$ cat src/rtl/mano_bus_pkg.sv
// Shared definitions for the main-memory bus: default widths, arbiter states
// and master indices.
package mano_bus_pkg;

    localparam int BUS_ADDR_W = 12;
    localparam int BUS_DATA_W = 16;

    typedef enum logic [1:0] {
        ST_IDLE   = 2'd0,
        ST_ISSUE  = 2'd1,
        ST_RDWAIT = 2'd2
    } state_t;

    localparam logic M_CPU = 1'b0;
    localparam logic M_IO  = 1'b1;

endpackage

$ cat src/rtl/mem_port_arbiter_rr_pick2.sv
// Two-way winner select: round-robin on ties, restricted to the lock owner
// while a locked sequence is in progress.
module rr_pick2
    import mano_bus_pkg::*;
(
    input  logic [1:0] reqs,
    input  logic       last_gnt,
    input  logic       locked,
    input  logic       lock_owner,
    output logic       valid,
    output logic       winner
);

    always_comb begin
        valid  = 1'b0;
        winner = M_CPU;
        if (locked) begin
            // The non-owner is invisible until the owner releases the lock.
            valid  = reqs[lock_owner];
            winner = lock_owner;
        end else begin
            unique case (reqs)
                2'b01:   begin valid = 1'b1; winner = M_CPU;     end
                2'b10:   begin valid = 1'b1; winner = M_IO;      end
                2'b11:   begin valid = 1'b1; winner = ~last_gnt; end
                default: begin valid = 1'b0; winner = M_CPU;     end
            endcase
        end
    end

endmodule

$ cat src/rtl/mem_port_arbiter.sv
// Arbitrates the single-ported main memory between the CPU path (master 0)
// and the I/O/DMA path (master 1), with an atomic lock for read-modify-write.
module mem_port_arbiter
    import mano_bus_pkg::*;
#(
    parameter int ADDR_W = BUS_ADDR_W,
    parameter int DATA_W = BUS_DATA_W,
    parameter int RD_LAT = 1
) (
    input  logic              clk,
    input  logic              reset,
    input  logic              m0_req,
    input  logic              m0_we,
    input  logic              m0_lock,
    input  logic [ADDR_W-1:0] m0_addr,
    input  logic [DATA_W-1:0] m0_wdata,
    output logic              m0_gnt,
    output logic              m0_rvalid,
    input  logic              m1_req,
    input  logic              m1_we,
    input  logic              m1_lock,
    input  logic [ADDR_W-1:0] m1_addr,
    input  logic [DATA_W-1:0] m1_wdata,
    output logic              m1_gnt,
    output logic              m1_rvalid,
    output logic [DATA_W-1:0] rdata,
    output logic              mem_read,
    output logic              mem_write,
    output logic [ADDR_W-1:0] mem_addr,
    output logic [DATA_W-1:0] mem_wdata,
    input  logic [DATA_W-1:0] mem_rdata,
    output logic              busy
);

    localparam logic [1:0] CNT_INIT = 2'(RD_LAT - 1);

    state_t              state_reg;
    logic [1:0]          cnt_reg;
    logic                owner_reg;
    logic                last_gnt_reg;
    logic                locked_reg;
    logic [1:0]          gnt_reg;
    logic [1:0]          rvalid_reg;
    logic [DATA_W-1:0]   rdata_reg;
    logic                mem_read_reg;
    logic                mem_write_reg;
    logic [ADDR_W-1:0]   mem_addr_reg;
    logic [DATA_W-1:0]   mem_wdata_reg;
    logic                busy_reg;

    logic                pick_valid;
    logic                pick_winner;
    logic                sel_we;
    logic                sel_lock;
    logic [ADDR_W-1:0]   sel_addr;
    logic [DATA_W-1:0]   sel_wdata;

    rr_pick2 u_pick (
        .reqs       ({m1_req, m0_req}),
        .last_gnt   (last_gnt_reg),
        .locked     (locked_reg),
        .lock_owner (last_gnt_reg),
        .valid      (pick_valid),
        .winner     (pick_winner)
    );

    assign sel_we    = pick_winner ? m1_we    : m0_we;
    assign sel_lock  = pick_winner ? m1_lock  : m0_lock;
    assign sel_addr  = pick_winner ? m1_addr  : m0_addr;
    assign sel_wdata = pick_winner ? m1_wdata : m0_wdata;

    always_ff @(posedge clk or posedge reset) begin
        if (reset) begin
            state_reg     <= ST_IDLE;
            cnt_reg       <= '0;
            owner_reg     <= M_CPU;
            last_gnt_reg  <= M_IO;
            locked_reg    <= 1'b0;
            gnt_reg       <= '0;
            rvalid_reg    <= '0;
            rdata_reg     <= '0;
            mem_read_reg  <= 1'b0;
            mem_write_reg <= 1'b0;
            mem_addr_reg  <= '0;
            mem_wdata_reg <= '0;
            busy_reg      <= 1'b0;
        end else begin
            gnt_reg       <= '0;
            rvalid_reg    <= '0;
            mem_read_reg  <= 1'b0;
            mem_write_reg <= 1'b0;
            unique case (state_reg)
                ST_IDLE: begin
                    if (pick_valid) begin
                        state_reg     <= ST_ISSUE;
                        busy_reg      <= 1'b1;
                        owner_reg     <= pick_winner;
                        last_gnt_reg  <= pick_winner;
                        locked_reg    <= sel_lock;
                        gnt_reg       <= pick_winner ? 2'b10 : 2'b01;
                        mem_addr_reg  <= sel_addr;
                        mem_write_reg <= sel_we;
                        mem_read_reg  <= ~sel_we;
                        if (sel_we) begin
                            mem_wdata_reg <= sel_wdata;
                        end
                    end
                end
                ST_ISSUE: begin
                    // mem_write_reg still reflects the access being issued.
                    if (mem_write_reg) begin
                        state_reg <= ST_IDLE;
                        busy_reg  <= 1'b0;
                    end else begin
                        state_reg <= ST_RDWAIT;
                        cnt_reg   <= CNT_INIT;
                    end
                end
                ST_RDWAIT: begin
                    if (cnt_reg == 2'd0) begin
                        state_reg  <= ST_IDLE;
                        busy_reg   <= 1'b0;
                        rdata_reg  <= mem_rdata;
                        rvalid_reg <= owner_reg ? 2'b10 : 2'b01;
                    end else begin
                        cnt_reg <= cnt_reg - 2'd1;
                    end
                end
                default: begin
                    state_reg <= ST_IDLE;
                    busy_reg  <= 1'b0;
                end
            endcase
        end
    end

    assign m0_gnt    = gnt_reg[M_CPU];
    assign m1_gnt    = gnt_reg[M_IO];
    assign m0_rvalid = rvalid_reg[M_CPU];
    assign m1_rvalid = rvalid_reg[M_IO];
    assign rdata     = rdata_reg;
    assign mem_read  = mem_read_reg;
    assign mem_write = mem_write_reg;
    assign mem_addr  = mem_addr_reg;
    assign mem_wdata = mem_wdata_reg;
    assign busy      = busy_reg;

endmodule
$ cat config.mk
export PLATFORM = sky130hd
export DESIGN_NAME = mem_port_arbiter
export DESIGN_NICKNAME = d
export VERILOG_FILES = /design/src/rtl/mano_bus_pkg.sv /design/src/rtl/mem_port_arbiter_rr_pick2.sv /design/src/rtl/mem_port_arbiter.sv
export SDC_FILE = /design/constraint.sdc
export NUM_CORES = 1
export LEC_CHECK = 0
export BUFFER_PORTS_ARGS = -buffer_cell sky130_fd_sc_hd__buf_2
export CORE_ASPECT_RATIO = 0.5
export CORE_MARGIN = 10
export CORE_UTILIZATION = 49
export DETAILED_ROUTE_END_ITERATION = 16
export MAX_ROUTING_LAYER = met4
export PLACE_DENSITY = 0.82
export SYNTH_ARGS = -nofsm -noshare
export SYNTH_HDL_FRONTEND = slang
export SYNTH_SLANG_ARGS = --single-unit
$ cat constraint.sdc
create_clock -name clk -period 3.17 [get_ports clk]
set_input_delay 0.1585 -clock clk [delete_from_list [all_inputs] [get_ports clk]]
set_output_delay 0.1585 -clock clk [all_outputs]
set_load 0.01 [all_outputs]
# Yosys cells after proc, flatten, opt, wreduce, memory -nomap -nowiden
# Cells that the tools add are included.
# W data, S select, Z words.
# totals
reg_bits	58
latchBits	0
ram_bits	0
romBits	0
input_bits	80
wordCells	68
mem_count	0
# classes
addsub	1
n_mul	0
div_mod_pow	0
order_cmp	1
eq_ne	10
n_shift	0
mux	31
bitwise	2
reduce_logical	10
# ops
cell	count
$mux W2	11
$mux W16	1
$mux W1	14
$mux W12	1
$ne A2 B2 Y1 const B	5
$reduce_and A3 Y1	3
$eq A2 B2 Y1 const B	3
$pmux W2 S3	1
$reduce_and A2 Y1	3
$eq A2 B1 Y1 const B	2
$logic_not A2 Y1	2
$pmux W2 S2	1
$pmux W1 S3	1
$reduce_or A3 Y1	1
$lt A1 B2 Y1 const B	1
$not A1 Y1	2
$pmux W1 S2	1
$reduce_bool A2 Y1	1
$sub A2 B1 Y2 const B	1

# Depth between registers and ports, before layout
# logic_depth
depth_word	7
ltp_mapped	6
depth_no_buf	5

# Modules after synthesis
# Synthesis repeated with hierarchy kept, for this count alone.
# unflattened
hier_cells	192
area_unflattened_um2	2528.7
# by_module_without_submodules
module	n_inst	cells_per_inst	area_per_inst_um2
mem_port_arbiter	1	184	2491.1
rr_pick2	1	8	37.5

# Worst setup path after synthesis
# OpenSTA, ideal clock, no wires.
# synth_timing
path_type	register to register
startpoint	register last_gnt_reg
endpoint	register mem_wdata_reg[0] (netlist: mem_wdata[0])
t_arrival_ns	1.923
required_ns	3.045
path_slack_ns	1.121
path_stages_with_launch	6
path_cell_list	dfstp_2 -> a21boi_0 -> or3b_2 -> a31oi_4 -> buf_12 -> mux2_4
# synth_between
elab_chain_cells	5
word_cells_on_any_way	9
# synth_rtl
item	line	text
from (decl)	mem_port_arbiter.sv:40	logic last_gnt_reg;
from (signal assigned)	mem_port_arbiter.sv:98	last_gnt_reg <= pick_winner;
$not A1 Y1	mem_port_arbiter_rr_pick2.sv:25	2'b11: begin valid = 1'b1; winner = ~last_gnt; end
$pmux W1 S2	mem_port_arbiter_rr_pick2.sv:22	unique case (reqs)
$mux W1	mem_port_arbiter_rr_pick2.sv:17	if (locked) begin
$mux W1	mem_port_arbiter.sv:67	assign sel_we = pick_winner ? m1_we : m0_we;
$reduce_and A3 Y1 (no line)	--	
to (signal assigned)	mem_port_arbiter.sv:105	mem_wdata_reg <= sel_wdata;
to (decl)	mem_port_arbiter.sv:48	logic [DATA_W-1:0] mem_wdata_reg;
# Parallel ways exist; a longest one is shown, timed or not. The select of a mux whose other input is x is not followed.
# A chain may end at the register's enable or synchronous reset.

# Worst setup path in the final report
# layout_timing
startpoint	register last_gnt_reg
endpoint	register mem_wdata_reg[13] (netlist: mem_wdata[13])
# The elaborated chain is that of the path after synthesis.

==> results.md <==
- Inst Count DP: 386
- Drt first-iter violations: 95
- CP Max Fanout: 17
- Total grt overflow: 0
- Post-Layout Cell Count: 403
- DIE AREA: 8760 sq um
- Top cell type's share of synthesized area: 55.2%
- Post-Syn Nets: 273
- Global routing usage on met3: 4.30%
- GP Congestion: 0.750
- Post-layout util: 69.8%
- Min Tclk post-route: 2.50 ns
- Max Fclk: 0.400 GHz
- CP max-delay cell: a31oi_4
- Measured slew at the worst slew-check pin: 0.883 ns
- Height of the die: 71.4 um
- Final critical-path share of the clock period: 78.9%
- Final setup viols: 0
- FILL cells: 356
- Initial antenna violation count: 0
- Final instance area: 3500 sq um
- Area delta synth->final: 35.5%
- Via count: 2024
- Port Buf Inserts: 130
- Bufs on Longest Clock Path: 2
- Total Power: 3.56 mW
- Count leader, synth: dfrtp_1
- Syn avg cell area: 13.5 sq um
- Core area: 5020 sq um
- Min Hold Slack: 0.0631 ns
- WP data arrival: 2.71 ns
- Initial Util: 51.5%
- Status: complete, no violations
- Gr usage total: 16.0%
- HPWL after DPL: 5240 um
- Worst path cell trace: a21boi_0 > or3b_2 > a31oi_4 > mux2_2
- Drt total wl: 6890 um
- Grt met2 use: 29.8%
- Setup ws final: 0.668 ns
- Pleak: 1.82 nW
- Post-synth top cells: 57 x dfrtp_1, 40 x mux2_2, 15 x mux2i_1, 15 x nand2_1, 15 x o21ai_0
- Cells after synthesis: 192
- Site Rows: 18
- Number of clock sinks: 58
- Post-DRT Antenna Nets: 0
- Post-synth EDFFs: 0
- Worst-path clk slew: 0.06 ns
- Path category of the worst min-delay check: primary input to register
- Worst Path Required: 3.38 ns
- H-Tree Depth: 3
- TNS Setup: 0 ns
- TritonCTS clock tree: built
- # Post-CTS Setup Buffers: 0
- Layout net count: 409
- Largest cells by area after synthesis: dfrtp_1 55%, mux2_2 17%, mux2i_1 5.8%, mux2_4 5.2%, o21ai_0 2.9%
- Placement Cell Area: 3300 sq um
- Global-route wire length before repair: 10900 um
- Synthesized flop and latch total: 58
- Ant. Diodes: 0
- Synthesized cell area: 2580 sq um
- IO Pins: 131
- Die Wd: 123 um
- CP Launch Type: register
- Rel. slew slack: 41.0%
- Routing usage on met1: 15.8%
- Vias in the first global route: 2173
- Critical path's largest stage delay: 0.61 ns
- Via/cell ratio: 5.02
- Worst Skew: 0.00824 ns
- Top_reg_cell synth: dfrtp_1
- Yosys cell types: 29
- Clk_lat worst skew: 0.33 ns
- Layout cell share with drive strength beyond 1: 60.1%
- Post-cts resize count: 0
- Remaining DRCs: 0
- CTS Buf Count: 9
- Clock root cell: clkbuf_8
- Leading area contributor after synthesis: dfrtp_1
- Max-slew violations: 0
- Crit path kind: register to register
- Synth Warn #: 0
- Max-Cap Viols: 0
- DR WL/cell: 17.1 um
- Maximum VDD drop: 0.578 mV
- Ys async rst share: 100%
- Pwr/cell area: 1010 nW/um^2
- Post-place setup slack: 0.681 ns
- RSZ-0062 raised after global routing: no
- Worst setup EP type: register
- Register area share after synthesis: 56.2%
- Pin count of the biggest net entering global routing: 37
- Pre-antenna DRT Iters: 4
- Cts hold-fix bufs: 1
- Global route hottest layer: met2
- Final hold violation count: 0
## path summary, 6_finish.rpt
path                         startpoint       endpoint  slack, ns  cells after the start
min                        mem_rdata[5]       rdata[5]       0.06                      2
max reg2reg                last_gnt_reg  mem_wdata[13]       0.67                      4
max                        last_gnt_reg  mem_wdata[13]       0.67                      4
min reg2reg                   owner_reg  rvalid_reg[0]       0.43                      1
max in group asynchronous         reset   last_gnt_reg       1.82                      4
min in group asynchronous         reset       rdata[0]       0.51                      3
## metal layers
layer  up-vias  routed length (um)  share of wire, %
li1        954                   -                 -
met1       996                2550                37
met2        58                3840                56
met3        16                 380               5.5
met4         0                 119               1.7
met5         -                   0                 0
## area by class of cell
cell class / count / area (sq um) / share of cell area, %
multi-input combinational: 119 / 1060 / 30.3
inverter: 6 / 22.5 / 0.643
tap: 70 / 87.6 / 2.50
clock buffer: 14 / 163 / 4.64
clock inverter: 2 / 35.0 / 1.00
timing repair buffer: 134 / 683 / 19.5
sequential: 58 / 1450 / 41.5
## critical path: cells and delay by family, from the launching register on
| family | cells | cell delay (ns) |
|---|---|---|
| and+or+nand+nor | 1 | 0.55 |
| AOI/OAI and AO/OA | 2 | 0.84 |
| DFF | 1 | 0.59 |
| muxes | 1 | 0.41 |
## cell usage in the layout, fill, tap and decap left out
master	synthesis	layout
nand2b_1	1	1
mux2_2	40	40
nand2_1	15	15
inv_1	6	5
buf_4	1	3
clkbuf_1	5	3
a2111o_1	1	1
a21o_1	1	1
inv_2	0	1
a21boi_0	1	1
mux2_4	9	9
nand3b_1	2	2
and4_1	1	1
dfstp_2	1	1
buf_2	1	130
dfrtp_1	57	57
mux2i_1	15	14
a221oi_1	2	2
mux2i_4	0	1
clkinv_2	0	1
or3b_2	1	1
nor2b_1	1	1
a21oi_1	1	1
a31oi_4	1	1
ha_1	1	1
nor2_1	8	8
clkbuf_8	0	11
and2_1	1	1
o22a_1	1	1
bufinv_16	0	1
nor3b_1	1	1
o21ai_0	15	15
dlygate4sd3_1	0	1
## power breakdown
| group | switching, mW | internal (mW) | total (mW) |
|---|---|---|---|
| Sequential | 0.202 | 1.10 | 1.30 |
| Combinational | 0.769 | 0.812 | 1.58 |
| Clock | 0.265 | 0.406 | 0.670 |
## cell families after synthesis
logic type | Yosys count | share of synthesized area (%)
DFF | 58 | 56.2
adders and majority gates | 1 | 0.484
muxes | 64 | 28.5
AOI/OAI and AO/OA | 23 | 5.95
buffers and inverters | 15 | 3.29
and+or+nand+nor | 31 | 5.62
Power figures use the tool's default switching activity.
